--- config.mk ---
export PLATFORM = sky130hd
export DESIGN_NAME = cpu_sequencer_flat
export DESIGN_NICKNAME = d
export VERILOG_FILES = /design/src/rtl/cpu_sequencer_if.sv /design/src/rtl/cpu_sequencer.sv /design/src/flat_wrapper.sv
export SDC_FILE = /design/constraint.sdc
export NUM_CORES = 1
export LEC_CHECK = 0
export CAP_MARGIN = 30
export CORE_MARGIN = 2
export CORE_UTILIZATION = 46
export CTS_BUF_LIST = sky130_fd_sc_hd__clkbuf_4
export DETAILED_ROUTE_END_ITERATION = 8
export HOLD_SLACK_MARGIN = 0.08
export PLACE_DENSITY = 0.84
export SLEW_MARGIN = 15
export SYNTH_ARGS = -nofsm -noshare
export SYNTH_HDL_FRONTEND = slang
export SYNTH_SLANG_ARGS = --single-unit
--- constraint.sdc ---
create_clock -name clk -period 2.2 [get_ports clk]
set_input_delay 0.44 -clock clk [delete_from_list [all_inputs] [get_ports clk]]
set_output_delay 0.44 -clock clk [all_outputs]
set_load 0.01 [all_outputs]
--- src/rtl/cpu_sequencer_if.sv ---
// Bundle between the sequencer and its surroundings: the decoder and ALU inputs,
// the run/step controls, and the PC, gated loads, flags and status going back out.
interface cpu_sequencer_if #(
  parameter int PC_W  = 8,
  parameter int OPC_W = 7
);
  logic [OPC_W-1:0] opcode;
  logic [7:0]       k;
  logic             la_dec;
  logic             lb_dec;
  logic             flags_we_dec;
  logic             alu_z;
  logic             alu_n;
  logic             alu_c;
  logic             alu_v;
  logic             run;
  logic             step_req;
  logic [PC_W-1:0]  pc;
  logic             la;
  logic             lb;
  logic [3:0]       flags;
  logic             step_ack;
  logic             halted;
  logic [2:0]       state;

  modport master (
    input  opcode, k, la_dec, lb_dec, flags_we_dec,
    input  alu_z, alu_n, alu_c, alu_v, run, step_req,
    output pc, la, lb, flags, step_ack, halted, state
  );

  modport slave (
    output opcode, k, la_dec, lb_dec, flags_we_dec,
    output alu_z, alu_n, alu_c, alu_v, run, step_req,
    input  pc, la, lb, flags, step_ack, halted, state
  );
endinterface

--- src/rtl/cpu_sequencer.sv ---
// Multi-cycle control sequencer for the 8-bit accumulator CPU: owns PC and flags,
// gates register loads to one EXEC per instruction, resolves jumps, supports single-step.
module cpu_sequencer #(
  parameter int PC_W  = 8,
  parameter int OPC_W = 7
) (
  input  logic            clk,
  input  logic            rst_n,
  cpu_sequencer_if.master bus
);

  typedef enum logic [2:0] {
    IDLE  = 3'd0,
    FETCH = 3'd1,
    EXEC  = 3'd2,
    ACK   = 3'd3,
    HALT  = 3'd4
  } state_t;

  localparam int NUM_JUMPS = 9;
  // Order: JMP, JEQ, JNE, JGT, JGE, JLT, JLE, JCR, JOV (matches cond_vec bits).
  localparam logic [6:0] JUMP_OPS [NUM_JUMPS] = '{
    7'b1001101, 7'b1001110, 7'b1001111, 7'b1010000, 7'b1010001,
    7'b1010010, 7'b1010011, 7'b1010100, 7'b1010101
  };
  localparam logic [OPC_W-1:0] OP_HLT = OPC_W'(7'b1111111);

  state_t           state_reg;
  logic [PC_W-1:0]  pc_reg;
  logic [3:0]       flags_reg;
  logic             step_mode_reg;
  logic             step_ack_reg;
  logic             halted_reg;

  logic [NUM_JUMPS-1:0] jump_match;
  logic [NUM_JUMPS-1:0] cond_vec;
  logic                 is_jump;
  logic                 is_hlt;
  logic                 jump_taken;
  logic                 in_exec;
  logic [PC_W-1:0]      next_pc;

  // Conditions are evaluated on the latched flags, never on the live ALU outputs.
  always_comb begin
    cond_vec    = '0;
    cond_vec[0] = 1'b1;
    cond_vec[1] = flags_reg[3];
    cond_vec[2] = ~flags_reg[3];
    cond_vec[3] = ~flags_reg[2] & ~flags_reg[3];
    cond_vec[4] = ~flags_reg[2];
    cond_vec[5] = flags_reg[2];
    cond_vec[6] = flags_reg[2] | flags_reg[3];
    cond_vec[7] = flags_reg[1];
    cond_vec[8] = flags_reg[0];
  end

  genvar gi;
  generate
    for (gi = 0; gi < NUM_JUMPS; gi++) begin : g_jump_dec
      assign jump_match[gi] = (bus.opcode == OPC_W'(JUMP_OPS[gi]));
    end
  endgenerate

  assign is_jump    = |jump_match;
  assign is_hlt     = (bus.opcode == OP_HLT);
  assign jump_taken = |(jump_match & cond_vec);
  assign next_pc    = jump_taken ? PC_W'(bus.k) : pc_reg + PC_W'(1);
  assign in_exec    = (state_reg == EXEC);

  // Load strobes follow the decoder only inside EXEC; an async reset drops them at once.
  assign bus.la       = in_exec & bus.la_dec & ~is_jump & ~is_hlt;
  assign bus.lb       = in_exec & bus.lb_dec & ~is_jump & ~is_hlt;
  assign bus.pc       = pc_reg;
  assign bus.flags    = flags_reg;
  assign bus.step_ack = step_ack_reg;
  assign bus.halted   = halted_reg;
  assign bus.state    = state_reg;

  always_ff @(posedge clk or negedge rst_n) begin
    if (!rst_n) begin
      state_reg     <= IDLE;
      pc_reg        <= '0;
      flags_reg     <= '0;
      step_mode_reg <= 1'b0;
      step_ack_reg  <= 1'b0;
      halted_reg    <= 1'b0;
    end else begin
      case (state_reg)
        IDLE: begin
          if (bus.run) begin
            step_mode_reg <= 1'b0;
            state_reg     <= FETCH;
          end else if (bus.step_req) begin
            step_mode_reg <= 1'b1;
            state_reg     <= FETCH;
          end
        end
        FETCH: state_reg <= EXEC;
        EXEC: begin
          if (is_hlt) begin
            state_reg  <= HALT;
            halted_reg <= 1'b1;
          end else begin
            pc_reg <= next_pc;
            if (bus.flags_we_dec && !is_jump)
              flags_reg <= {bus.alu_z, bus.alu_n, bus.alu_c, bus.alu_v};
            // Step mode was fixed in IDLE, so a run edge mid-step is ignored here.
            if (step_mode_reg) begin
              state_reg    <= ACK;
              step_ack_reg <= 1'b1;
            end else if (bus.run) begin
              state_reg <= FETCH;
            end else begin
              state_reg <= IDLE;
            end
          end
        end
        ACK: begin
          if (!bus.step_req) begin
            step_ack_reg <= 1'b0;
            state_reg    <= IDLE;
          end
        end
        HALT: state_reg <= HALT;
        default: state_reg <= IDLE;
      endcase
    end
  end

endmodule

--- src/flat_wrapper.sv ---
// flat-port wrapper written by rule: the top's interface ports become plain ports
module cpu_sequencer_flat 
#(
  parameter int PC_W  = 8,
  parameter int OPC_W = 7
)
  (clk, rst_n, bus_opcode, bus_k, bus_la_dec, bus_lb_dec, bus_flags_we_dec, bus_alu_z, bus_alu_n, bus_alu_c, bus_alu_v, bus_run, bus_step_req, bus_pc, bus_la, bus_lb, bus_flags, bus_step_ack, bus_halted, bus_state);
  cpu_sequencer_if #(.PC_W(PC_W), .OPC_W(OPC_W)) bus_i ();
  input  logic clk;
  input  logic rst_n;
  input wire logic [$bits(bus_i.opcode)-1:0] bus_opcode;
  input wire logic [$bits(bus_i.k)-1:0] bus_k;
  input wire logic [$bits(bus_i.la_dec)-1:0] bus_la_dec;
  input wire logic [$bits(bus_i.lb_dec)-1:0] bus_lb_dec;
  input wire logic [$bits(bus_i.flags_we_dec)-1:0] bus_flags_we_dec;
  input wire logic [$bits(bus_i.alu_z)-1:0] bus_alu_z;
  input wire logic [$bits(bus_i.alu_n)-1:0] bus_alu_n;
  input wire logic [$bits(bus_i.alu_c)-1:0] bus_alu_c;
  input wire logic [$bits(bus_i.alu_v)-1:0] bus_alu_v;
  input wire logic [$bits(bus_i.run)-1:0] bus_run;
  input wire logic [$bits(bus_i.step_req)-1:0] bus_step_req;
  output wire logic [$bits(bus_i.pc)-1:0] bus_pc;
  output wire logic [$bits(bus_i.la)-1:0] bus_la;
  output wire logic [$bits(bus_i.lb)-1:0] bus_lb;
  output wire logic [$bits(bus_i.flags)-1:0] bus_flags;
  output wire logic [$bits(bus_i.step_ack)-1:0] bus_step_ack;
  output wire logic [$bits(bus_i.halted)-1:0] bus_halted;
  output wire logic [$bits(bus_i.state)-1:0] bus_state;
  assign bus_i.opcode = bus_opcode;
  assign bus_i.k = bus_k;
  assign bus_i.la_dec = bus_la_dec;
  assign bus_i.lb_dec = bus_lb_dec;
  assign bus_i.flags_we_dec = bus_flags_we_dec;
  assign bus_i.alu_z = bus_alu_z;
  assign bus_i.alu_n = bus_alu_n;
  assign bus_i.alu_c = bus_alu_c;
  assign bus_i.alu_v = bus_alu_v;
  assign bus_i.run = bus_run;
  assign bus_i.step_req = bus_step_req;
  assign bus_pc = bus_i.pc;
  assign bus_la = bus_i.la;
  assign bus_lb = bus_i.lb;
  assign bus_flags = bus_i.flags;
  assign bus_step_ack = bus_i.step_ack;
  assign bus_halted = bus_i.halted;
  assign bus_state = bus_i.state;
  cpu_sequencer #(.PC_W(PC_W), .OPC_W(OPC_W)) u_core (.clk(clk), .rst_n(rst_n), .bus(bus_i));
endmodule
==> tab_implementation.tex <==
\begin{tabular}{lr}
\hline
Metric & Value \\
\hline
\multicolumn{2}{l}{\textbf{Cells and area}} \\
Max reg flops & 8 \\
Commonest non-fill, non-tap cells in the layout & clkdlybuf4s50\_1, nand2\_1, buf\_4 \\
Share of layout cells above drive strength 1 & 0.219 \\
Most common cell after layout, fill and taps aside & clkdlybuf4s50\_1 \\
Final core utilization & 0.741 \\
Count of nets after finishing & 229 \\
FF+latch area & 450 um\^{}2 \\
Area taken by multi-input logic gates & 763 um\^{}2 \\
Layout overhead on the synthesized area & 51.1\% \\
\# diodes & 0 \\
Area of all placed cells without fillers & 0.00187 mm\^{}2 \\
Final-layout fill cell count & 209 \\
\multicolumn{2}{l}{\textbf{Placed design}} \\
Placement-stage worst setup slack & -0.508 ns \\
Total of buffers placed on input and output ports & 44 \\
DPL Wire Length & 2790 um \\
Area after detailed placement & 0.00181 mm\^{}2 \\
Last weighted congestion value of the routability-driven placer & 0.789 \\
\multicolumn{2}{l}{\textbf{GRT}} \\
Overall routing resource usage & 0.240 \\
Initial antenna violation count & 0 \\
Total gr overflow & 0 \\
Pin count of the biggest net entering global routing & 19 \\
Via count of the first global-routing pass & 1382 \\
First-pass GRT wire length & 6090 um \\
\multicolumn{2}{l}{\textbf{Floorplan}} \\
Die outline area & 0.00312 mm\^{}2 \\
Die Ht & 55.9 um \\
IO Count & 45 \\
Initial core utilization & 0.491 \\
Die width & 55.9 um \\
Placeable core region & 0.00252 mm\^{}2 \\
Row count & 18 \\
\multicolumn{2}{l}{\textbf{Synthesis}} \\
Post-synthesis net count & 164 \\
Asr flop ratio synth & 1.00 \\
Main synth FF type & dfrtp\_1 \\
Fraction of the yosys area taken by sequential cells & 0.364 \\
Yosys synthesis warning count & 0 \\
Cells taking the most area after synthesis & dfrtp\_1, nand2\_1, nor3\_1 \\
EDFF count, synth & 0 \\
Synthesized instance count & 137 \\
Number of unique standard cell types used by synthesis & 45 \\
Cell type with the largest total area after synthesis & dfrtp\_1 \\
Mean Syn Cell Area & 9.03 um\^{}2 \\
Top cell type's share of synthesized area & 0.364 \\
Synthesized flop and latch total & 18 \\
Combined area of all synthesized cells & 0.00124 mm\^{}2 \\
\multicolumn{2}{l}{\textbf{Clock tree}} \\
Clock tree root driver cell & clkbuf\_4 \\
Number of levels the H-tree was split into & 1 \\
Maximum clock insertion buffer count & 2 \\
Number of sinks on the clock net & 18 \\
Clock input transition at the sequential cells of the worst setup and hold paths & 0.12 ns \\
Worst skew pair latency & 0.30 ns \\
Clock buffer count from CTS & 3 \\
CTS tree & built \\
\multicolumn{2}{l}{\textbf{Timing}} \\
Final critical path time including I/O delays and setup & 2.13 ns \\
Post-route worst setup slack & 0.0733 ns \\
Least-Margin Pin Slew & 0.603 ns \\
Worst Skew & 0.00443 ns \\
Hold Slack & 0.454 ns \\
Setup violations, final & 0 \\
Fraction of the cycle the final worst path needs & 0.967 \\
Fmax & 470 MHz \\
Final hold viol count & 0 \\
Tightest slew margin relative to the limit & 0.596 \\
Final max-slew violation count & 0 \\
\multicolumn{2}{l}{\textbf{Setup path}} \\
Kind of cell with the highest combined delay on the critical path & simple AND/OR/NAND/NOR gates \\
Launch instance of the worst register-to-register path & u\_core.bus.flags[2] \\
CP endpoint kind & flop \\
Critical Path AT & 2.33 ns \\
Depth of the worst register-to-register path & 5 \\
Cell Chain, Critical Path & clkdlybuf4s50\_1, or4bb\_4, nor3b\_2, o21a\_1, o41ai\_1, a211o\_1 \\
Critical-path maximum fanout & 4 \\
Start-to-end type of the worst setup path & in -> reg \\
Buffer and inverter count on the worst path & 1 \\
Crit Reg-Reg Endpoint & u\_core.bus.pc[2] \\
Req. time, crit path & 2.40 ns \\
Slack of the worst reg-to-reg path & 0.29 ns \\
Startpoint Class & primary input \\
Slowest stage delay, CP & 0.61 ns \\
Critical path's slowest cell & or4bb\_4 \\
\multicolumn{2}{l}{\textbf{Power and ir drop}} \\
Power per cell area & 323 mW/mm\^{}2 \\
Fraction of power spent switching nets & 0.252 \\
Sequential share of power & 0.549 \\
Gate power share & 0.153 \\
Int Pwr & 0.451 mW \\
Pleak & 0.737 nW \\
Net Switching & 0.152 mW \\
Clock Power Share & 0.299 \\
Largest vdd supply drop & 0.390 mV \\
\multicolumn{2}{l}{\textbf{Detailed routing}} \\
Detailed Routing Iterations Pass 1 & 4 \\
Final routed wirelength across all metal layers & 3650 um \\
Top Layer Used & met3 \\
Length of routed met3 wiring & 172 um \\
Number of vias in the routed layout & 1355 \\
Routed wire length on met2 & 1960 um \\
Routed length on met1 & 1520 um \\
Average routed wire per standard cell & 15.8 um \\
Post-detailed-route count of antenna-violating nets & 0 \\
Detailed Route Iter0 Violations & 15 \\
Drc violations & 0 \\
Post-detailed-route via-to-cell ratio & 5.87 \\
\multicolumn{2}{l}{\textbf{Flow run}} \\
Max capacitance violation total & 0 \\
\multicolumn{2}{l}{\textbf{Run status}} \\
Result of the run & finished, final reports clean \\
\multicolumn{2}{l}{\textbf{Hold path}} \\
Worst hold-check path type & in -> async \\
\hline
\end{tabular}
==> cell families (layout without fill, tap and decap cells) <==
kind of cell,Yosys count,count (layout),synth area share
simple gates,65,65,0.294
compound gates,40,40,0.252
flops,18,18,0.364
buf+inv,8,72,0.0354
fa+ha+maj,1,1,0.0101
mux,5,5,0.0445
==> power groups by stage <==
stage,Combinational [mW],Sequential [mW],Clock (mW)
floorplan,0.0263,0.337,0
global placement,0.0893,0.337,0
detailed placement,0.0933,0.337,0
CTS,0.0916,0.331,0.181
global route,0.0995,0.331,0.197
finish,0.0921,0.331,0.180
==> per-stage QoR <==
step / power, mW / TNS (ns) / cells
final: 0.603 / 0 / 231
after CTS: 0.604 / 0 / 230
after global routing: 0.627 / -0.00191 / 231
after floorplan: 0.364 / 0 / 137
after global placement: 0.427 / -2.80 / 223
after detailed placement: 0.431 / -3.86 / 223
==> synthesized netlist by cell type (all sizes together) (2+ instances only) <==
library cell and n:
dfrtp 18, o21a 3, nand2b 2, a21oi 6, and2 7, nor3 10
nand3 4, o21ai 6, nor2 4, a211oi 2, nor3b 3, or2 3
mux2 4, o211ai 6, o31ai 2, nand2 21, buf 4, o2111ai 5
inv 3, nand4 4, a31oi 2
==> layout make-up <==
cell class / instances / area share
Multi-Input combinational cell: 111 / 0.408
Timing Repair Buffer: 65 / 0.311
Sequential cell: 18 / 0.241
Tap cell: 30 / 0.0201
Clock buffer: 3 / 0.0120
Inverter: 3 / 0.00602
Clock inverter: 1 / 0.00201
==> worst max-delay path by stage <==
| stage | start | end | depth (start not counted) |
|---|---|---|---|
| 3_3_place_gp | bus_opcode[1] | bus_lb | 6 |
| 3_5_place_dp | bus_opcode[1] | bus_lb | 6 |
| 6_report | bus_opcode[5] | u_core.bus.pc[2] | 6 |
| 5_1_grt | bus_opcode[5] | u_core.bus.pc[6] | 11 |
| 2_1_floorplan | bus_opcode[2] | u_core.bus.pc[2] | 6 |
| 4_1_cts | bus_opcode[5] | bus_lb | 6 |
==> routing by layer <==
metal,GRT usage,vias to the layer above
met5,0,-
met3,0.0512,0
met4,0.0544,0
met2,0.461,36
li1,-,659
met1,0.267,660
==> worst register-to-register path, stage by stage, from the launching register on <==
cell      delay, ns
dfrtp_1        0.45
or4b_4         0.51
a211oi_2       0.27
o31a_2         0.21
o41ai_1        0.09
a211o_1        0.27
==> repair_timing <==
item,in CTS,in global routing
hold buffers,0,0
gates resized for setup,11,8
pin swaps,2,0
endpoints found under the setup margin,2,9
setup buffers,3,1
(Power assumes the default switching activity.)
